### config.mk
export PLATFORM = sky130hd
export DESIGN_NAME = cla_nibble_serial_adder
export DESIGN_NICKNAME = d
export VERILOG_FILES = /design/src/rtl/cla_nibble_serial_adder.sv
export SDC_FILE = /design/constraint.sdc
export NUM_CORES = 1
export LEC_CHECK = 0
export CAP_MARGIN = 10
export CORE_AREA = 2 2 71 90
export CTS_CLUSTER_DIAMETER = 40
export DETAILED_ROUTE_END_ITERATION = 6
export DIE_AREA = 0 0 73 92
export PLACE_DENSITY = 0.71
export SLEW_MARGIN = 20
export SYNTH_ARGS = -nofsm -noshare
export SYNTH_HDL_FRONTEND = slang
export SYNTH_SLANG_ARGS = --single-unit
### constraint.sdc
create_clock -name clk -period 8.3 [get_ports clk]
set_input_delay 0.83 -clock clk [delete_from_list [all_inputs] [get_ports clk]]
set_output_delay 0.83 -clock clk [all_outputs]
set_load 0.02 [all_outputs]
### src/rtl/cla_nibble_serial_adder.sv
// cla_nibble_serial_adder: digit-serial WIDTH-bit adder, one 4-bit CLA nibble per cycle
module cla4 (
  input  logic [3:0] a,
  input  logic [3:0] b,
  input  logic       ci,
  output logic [3:0] s,
  output logic       co
);
  logic [3:0] w_g, w_p;
  logic [4:0] w_c;
  assign w_g = a & b;
  assign w_p = a ^ b;
  assign w_c[0] = ci;
  assign w_c[1] = w_g[0] | (w_p[0] & ci);
  assign w_c[2] = w_g[1] | (w_p[1] & w_g[0]) | (&w_p[1:0] & ci);
  assign w_c[3] = w_g[2] | (w_p[2] & w_g[1]) | (&w_p[2:1] & w_g[0]) | (&w_p[2:0] & ci);
  assign w_c[4] = w_g[3] | (w_p[3] & w_g[2]) | (&w_p[3:2] & w_g[1]) | (&w_p[3:1] & w_g[0])
                | (&w_p[3:0] & ci);
  assign s  = w_p ^ w_c[3:0];
  assign co = w_c[4];
endmodule

module cla_nibble_serial_adder #(
  parameter int WIDTH = 16
) (
  input  logic             clk,
  input  logic             rst,
  input  logic             in_valid,
  output logic             in_ready,
  input  logic [WIDTH-1:0] a,
  input  logic [WIDTH-1:0] b,
  input  logic             c_in,
  output logic             out_valid,
  input  logic             out_ready,
  output logic [WIDTH-1:0] sum,
  output logic             c_out,
  output logic             ovf,
  output logic             busy
);
  localparam int NIB = WIDTH / 4;
  localparam int CW  = $clog2(NIB);
  localparam logic [CW-1:0] LAST = CW'(NIB - 1);
  typedef enum logic [1:0] {IDLE, RUN, DONE} state_t;
  state_t           r_state, w_next;
  logic [WIDTH-1:0] r_a, r_b, r_sum;
  logic             r_carry, r_c_out, r_ovf;
  logic [CW-1:0]    r_cnt;
  logic [3:0]       w_s;
  logic             w_co;
  cla4 u_cla (
    .a  (r_a[4*r_cnt +: 4]),
    .b  (r_b[4*r_cnt +: 4]),
    .ci (r_carry),
    .s  (w_s),
    .co (w_co)
  );
  always_ff @(posedge clk or posedge rst) begin
    if (rst) r_state <= IDLE;
    else     r_state <= w_next;
  end
  always_comb begin
    w_next = r_state;
    case (r_state)
      IDLE:    w_next = in_valid ? RUN : IDLE;
      RUN:     w_next = (r_cnt == LAST) ? DONE : RUN;
      DONE:    w_next = out_ready ? IDLE : DONE;
      default: w_next = IDLE;
    endcase
  end
  always_comb begin
    in_ready  = r_state == IDLE;
    out_valid = r_state == DONE;
    busy      = r_state != IDLE;
  end
  always_ff @(posedge clk or posedge rst) begin
    if (rst) begin
      r_a     <= '0;
      r_b     <= '0;
      r_sum   <= '0;
      r_carry <= 1'b0;
      r_cnt   <= '0;
      r_c_out <= 1'b0;
      r_ovf   <= 1'b0;
    end else if (r_state == IDLE && in_valid) begin
      r_a     <= a;
      r_b     <= b;
      r_carry <= c_in;
      r_cnt   <= '0;
    end else if (r_state == RUN) begin
      r_sum[4*r_cnt +: 4] <= w_s;
      r_carry             <= w_co;
      r_cnt               <= r_cnt + 1'b1;
      if (r_cnt == LAST) begin
        r_c_out <= w_co;
        // the final nibble's top bit is the sign of the finished sum
        r_ovf   <= (r_a[WIDTH-1] ~^ r_b[WIDTH-1]) & (w_s[3] ^ r_a[WIDTH-1]);
      end
    end
  end
  assign sum   = r_sum;
  assign c_out = r_c_out;
  assign ovf   = r_ovf;
endmodule

==> flow_summary.json, run 1 <==
{
  "outcome": "complete, no violations",
  "vias_per_cell": 5.368,
  "vias": 1734,
  "synthTopCellsByCount": "dfrtp_1, mux2_2, nand2_1",
  "die_w_um": 73,
  "crit_family": "flip-flops",
  "core_sq_mm": 0.005966,
  "clock_path_buffers": 2,
  "crit_path_end_kind": "register",
  "area_growth_pct": 28.34,
  "start_util_pct": 43.29,
  "finalCritPeriodShare_pct": 34.78,
  "nets": 302,
  "slew_viol_final": 0,
  "worst_pin_slew_ns": 0.6833,
  "synth.area.top_cells": "dfrtp_1, mux2_2, mux4_2",
  "fin_area_sq_mm": 0.003314,
  "cts_tree": "yes",
  "syn_nets": 242,
  "portBuffers": 57,
  "grt_setup_unrepaired": "no",
  "yosysUniqueCellTypes": 35,
  "grt_pass1_wl_mm": 8.473,
  "hold_viol": 0,
  "cts_buffers": 5,
  "finalSetupViolCount": 0,
  "critPathKind": "register to register",
  "layout-drive-gt1-share_pct": 21.57,
  "grt_pass1_vias": 1801,
  "die_h_um": 92,
  "routabilityCongestion": 0.7415,
  "clock_power_share_pct": 10.2,
  "hpwl_mm": 3.662,
  "p_comb_share_pct": 54.6,
  "synth_flop_cell": "dfrtp_1",
  "crit_chain": "mux4_2, ha_1, a21o_1, and4_1, nor3_1, a22o_1",
  "cp_slowest_cell": "dfrtp_1",
  "critPathMaxFanout": 15,
  "synthArstFlopShare_pct": 100.0,
  "min_period_ns": 2.887,
  "p_int_uw": 818.8,
  "p_total_uw": 1378,
  "maxCapViolCount": 0,
  "wl_mm": 4.809,
  "grt_use_total_pct": 16.13,
  "syn_avg_cell_area_sq_um": 13.31,
  "relSlewSlack_pct": 54.45,
  "cts_resized": 0,
  "io_pins": 58,
  "wl_per_cell_um": 14.89,
  "critPathMaxStageDelay_ns": 0.79,
  "cts_sinks": 55,
  "switchingPower_uw": 558.7,
  "path_clk_slew_ns": 0.09,
  "crit_required_ns": 8.53,
  "cts-root-buf": "clkbuf_8",
  "synth_edf_count": 0,
  "yosysWarnings": 0,
  "synthCells": 194,
  "synth_area_leader_cell": "dfrtp_1",
  "antenna_found_initial": 0,
  "htreeDepth": 2,
  "drtAntennaViolNets": 0,
  "power.density_mw_per_mm2": 415.6,
  "start_kind": "register",
  "postLayoutCoreUtil_pct": 55.56,
  "remaining_drc_errors": 0,
  "critPathArrivalTime_ns": 3.12,
  "yosysSeqAreaShare_pct": 53.29,
  "path_buf_inv": 0,
  "drtIter0Drc": 65,
  "synth_seq_cells": 55,
  "p_sw_share_pct": 40.56,
  "post_dp_cell_area_sq_mm": 0.003229,
  "firstDrtPassIters": 4,
  "yosysTopAreaCellShare_pct": 53.29,
  "ir_drop_mv": 0.1869,
  "p_seq_share_pct": 35.2,
  "dieArea_sq_mm": 0.006716,
  "antenna_cells": 0,
  "postCtsSetupBuffers": 0,
  "leakage_uw": 0.001411,
  "postCtsHoldBufs": 0,
  "grt_max_degree": 56,
  "clkLatencyLatePin_ns": 0.30,
  "finalClockSkew_ns": 0.009345,
  "overflow": 0,
  "synth.cell_area_sq_mm": 0.002582,
  "core.rowCount": 32,
  "fmax_ghz": 0.3464,
  "synth_most_common_cell": "dfrtp_1",
  "setup_tns_ns": 0,
  "hold_path.class": "register to register"
}
-- tightest hold or removal path: cells and delay by family, from the launching register on --
family | cells | cell delay [ns]
and+or+nand+nor | 1 | 0.05
DFF | 1 | 0.35
AOI/OAI and AO/OA | 1 | 0.06
-- stage by stage --
stage / cells / setup slack [ns] / hold WS, ns
floorplan: 194 / 5.689 / 0.4751
global placement: 315 / 5.489 / 0.4634
detailed placement: 315 / 5.398 / 0.4741
CTS: 323 / 5.381 / 0.4949
global route: 323 / 5.249 / 0.5066
finish: 323 / 5.413 / 0.4878
-- sequential cells by signal (all words and copies together) (netlist names) --
register,cells
r_a,16
c_out,1
ovf,1
r_carry,1
r_cnt,2
r_state,2
r_b,16
sum,16
-- area by class of cell --
cell class / count / area, sq um
Fill cell: 537 / 2651
Inverter: 7 / 26.28
Sequential cell: 55 / 1376
Timing Repair Buffer: 59 / 585.6
Tap cell: 68 / 85.08
Clock inverter: 2 / 12.51
Multi-Input combinational cell: 126 / 1156
Clock buffer: 6 / 72.57
-- final timing paths --
check                                       to                 start  slack, ns  depth (start not counted)
max                        sum[11]$_DFFE_PP0P_  r_cnt[0]$_DFFE_PP0P_       5.41                          6
min                         sum[4]$_DFFE_PP0P_    sum[4]$_DFFE_PP0P_       0.49                          2
max reg2reg                sum[11]$_DFFE_PP0P_  r_cnt[0]$_DFFE_PP0P_       5.41                          6
min reg2reg                 sum[4]$_DFFE_PP0P_    sum[4]$_DFFE_PP0P_       0.49                          2
max in group asynchronous   sum[7]$_DFFE_PP0P_                   rst       6.81                          3
min in group asynchronous   r_a[6]$_DFFE_PP0P_                   rst       1.02                          3
-- cell families after synthesis --
group | synth area share [%]
xor+xnor | 0.6784
mux | 20.93
flops | 53.29
compound gates | 8.334
fa+ha+maj | 5.620
simple gates | 9.012
buf+inv | 2.132
-- power by group through the flow --
stage               Sequential, uW  Combinational (uW)  Clock (uW)
global placement               492                 738           0
CTS                            487                 758         147
detailed placement             494                 756           0
finish                         484                 752         141
global route                   504                 834         156
floorplan                      480                 547           0
-- layer usage --
layer / share of wire, % / track usage [%] / wire [um] / up-vias
met4: 0.60 / 4.167 / 29 / 0
met5: 0 / 0 / 0 / -
li1: - / - / - / 824
met2: 54 / 27.48 / 2588 / 49
met3: 3.0 / 3.077 / 145 / 2
met1: 43 / 20.77 / 2046 / 859
-- cells in the final DEF, fill, tap and decap left out, types with 2 or more instances in the layout --
master / synthesis / layout
nor3_1: 2 / 2
nand2_1: 20 / 20
o31ai_1: 6 / 6
dfrtp_1: 55 / 55
clkbuf_8: 0 / 5
o41ai_1: 2 / 2
buf_4: 0 / 2
xnor2_1: 2 / 2
clkdlybuf4s50_1: 0 / 57
mux2_2: 32 / 32
inv_1: 7 / 6
nor2_1: 7 / 7
o21ai_0: 3 / 3
nor2b_1: 2 / 2
mux4_2: 8 / 8
a22o_1: 9 / 9
and2b_2: 2 / 2
ha_1: 10 / 10
a21oi_1: 2 / 2
nand3_1: 3 / 3
Power figures use the tool's default switching activity.
==> inputs of run 2 (changes only) <==
==> constraint.sdc (replaced) <==
create_clock -name clk -period 2.7 [get_ports clk]
set_input_delay 0.27 -clock clk [delete_from_list [all_inputs] [get_ports clk]]
set_output_delay 0.27 -clock clk [all_outputs]
set_load 0.02 [all_outputs]
==> flow_summary.json, run 2 (synthesis results as in run 1) <==
{
  "outcome": "complete, no violations",
  "timing.hold.ws_ns": 0.3732,
  "setup_tns_ns": 0,
  "drtIter0Drc": 42,
  "final_common_cell": "clkdlybuf4s50_1",
  "postLayoutCoreUtil_pct": 56.08,
  "cts-root-buf": "clkbuf_8",
  "grt_pass1_vias": 1738,
  "mostFrequentLayoutCells": "clkdlybuf4s50_1, dfrtp_1, mux2_2, nand2_1, ha_1",
  "drtAntennaViolNets": 0,
  "antenna_cells": 0,
  "worst_pin_slew_ns": 0.6546,
  "area_growth_pct": 29.55,
  "grt_pass1_wl_mm": 8.369,
  "wl_mm": 4.999,
  "fmax_ghz": 0.4032,
  "path_clk_slew_ns": 0.09,
  "cts_tree": "yes",
  "die_w_um": 73,
  "dieArea_sq_mm": 0.006716,
  "finalSetupViolCount": 0,
  "layout-drive-gt1-share_pct": 23.35,
  "overflow": 0,
  "cts_sinks": 55,
  "power.density_mw_per_mm2": 1287,
  "min_period_ns": 2.480,
  "setup_ws_ns": 0.2198,
  "antenna_found_initial": 0,
  "finalCritPeriodShare_pct": 91.86,
  "core.rowCount": 32,
  "hold_viol": 0,
  "portBuffers": 57,
  "grt_use_total_pct": 16.33,
  "firstDrtPassIters": 4,
  "clkLatencyLatePin_ns": 0.31,
  "hpwl_mm": 3.978,
  "critPathKind": "register to register",
  "remaining_drc_errors": 0,
  "vias_per_cell": 5.400,
  "routabilityCongestion": 0.8159,
  "leakage_uw": 0.001432,
  "critPathMaxFanout": 9,
  "maxCapViolCount": 0,
  "critPathArrivalTime_ns": 2.73,
  "crit_required_ns": 2.95,
  "crit_path_end_kind": "register",
  "vias": 1755,
  "nets": 305,
  "die_h_um": 92,
  "postCtsHoldBufs": 0,
  "hold_path.class": "input pin to async pin",
  "grt_setup_unrepaired": "no",
  "wl_per_cell_um": 15.38,
  "start_util_pct": 43.29,
  "cts_buffers": 5,
  "io_pins": 58,
  "clock_path_buffers": 2,
  "start_kind": "register",
  "place_ws_ns": 0.1306,
  "htreeDepth": 2,
  "nFillCells": 497,
  "ir_drop_mv": 0.5358,
  "slew_viol_final": 0,
  "core_sq_mm": 0.005966,
  "finalClockSkew_ns": 0.009069,
  "grt_max_degree": 37,
  "relSlewSlack_pct": 56.29
}
==> run 2: what timing repair did <==
action	4_1_cts	5_1_grt
gates resized for setup	0	2
setup endpoints to repair	0	5
buffers inserted	0	0
hold endpoints to repair	0	0
==> run 2: stage by stage <==
stage | area, sq um | cells | power [uW]
2_1_floorplan | 2582 | 194 | 3157
3_3_place_gp | 3252 | 318 | 3816
3_5_place_dp | 3252 | 318 | 3874
4_1_cts | 3339 | 325 | 4330
5_1_grt | 3346 | 325 | 4673
6_report | 3346 | 325 | 4306
==> run 2: worst paths after layout <==
kind	start	end	slack [ns]	cells after the start
setup / recovery	r_cnt[0]$_DFFE_PP0P_	ovf$_DFFE_PP0P_	0.22	7
hold / removal	rst	r_state[1]$_DFF_PP0_	0.37	2
setup reg to reg	r_cnt[0]$_DFFE_PP0P_	ovf$_DFFE_PP0P_	0.22	7
hold reg to reg	sum[13]$_DFFE_PP0P_	sum[13]$_DFFE_PP0P_	0.48	2
max in group asynchronous	rst	sum[9]$_DFFE_PP0P_	1.64	3
min in group clk	sum[13]$_DFFE_PP0P_	sum[13]$_DFFE_PP0P_	0.48	2
==> run 2: layout make-up <==
type / count / area, sq um / share of cell area [%]
clock inverters: 1 / 5.005 / 0.1496
clock buffers: 6 / 82.58 / 2.468
multi-input cells: 126 / 1161 / 34.70
repair buffers: 62 / 608.1 / 18.18
well taps: 68 / 85.08 / 2.543
inverters: 7 / 26.28 / 0.7853
flip-flops and latches: 55 / 1378 / 41.17
==> run 2: critical path: stages, from the launching register on <==
cell	delay, ns
dfrtp_2	0.46
buf_4	0.22
mux4_2	0.52
ha_1	0.36
o21ai_0	0.10
o21a_1	0.21
or4_1	0.47
nand3_1	0.09
==> run 2: power by group <==
group / total (uW) / internal, uW / switching, uW / leakage (uW)
Combinational: 2380 / 1170 / 1210 / 0.000704
Clock: 453 / 202 / 251 / 0.0000470
Sequential: 1470 / 1200 / 275 / 0.000681
Total: 4310 / 2570 / 1740 / 0.00143
==> run 2: layer usage <==
metal | global-route usage [%] | up-vias | wire length, um
met2 | 28.23 | 50 | 2744
met3 | 3.736 | 7 | 200
met1 | 20.06 | 863 | 1991
met4 | 4.630 | 0 | 62
li1 | - | 835 | -
met5 | 0 | - | 0
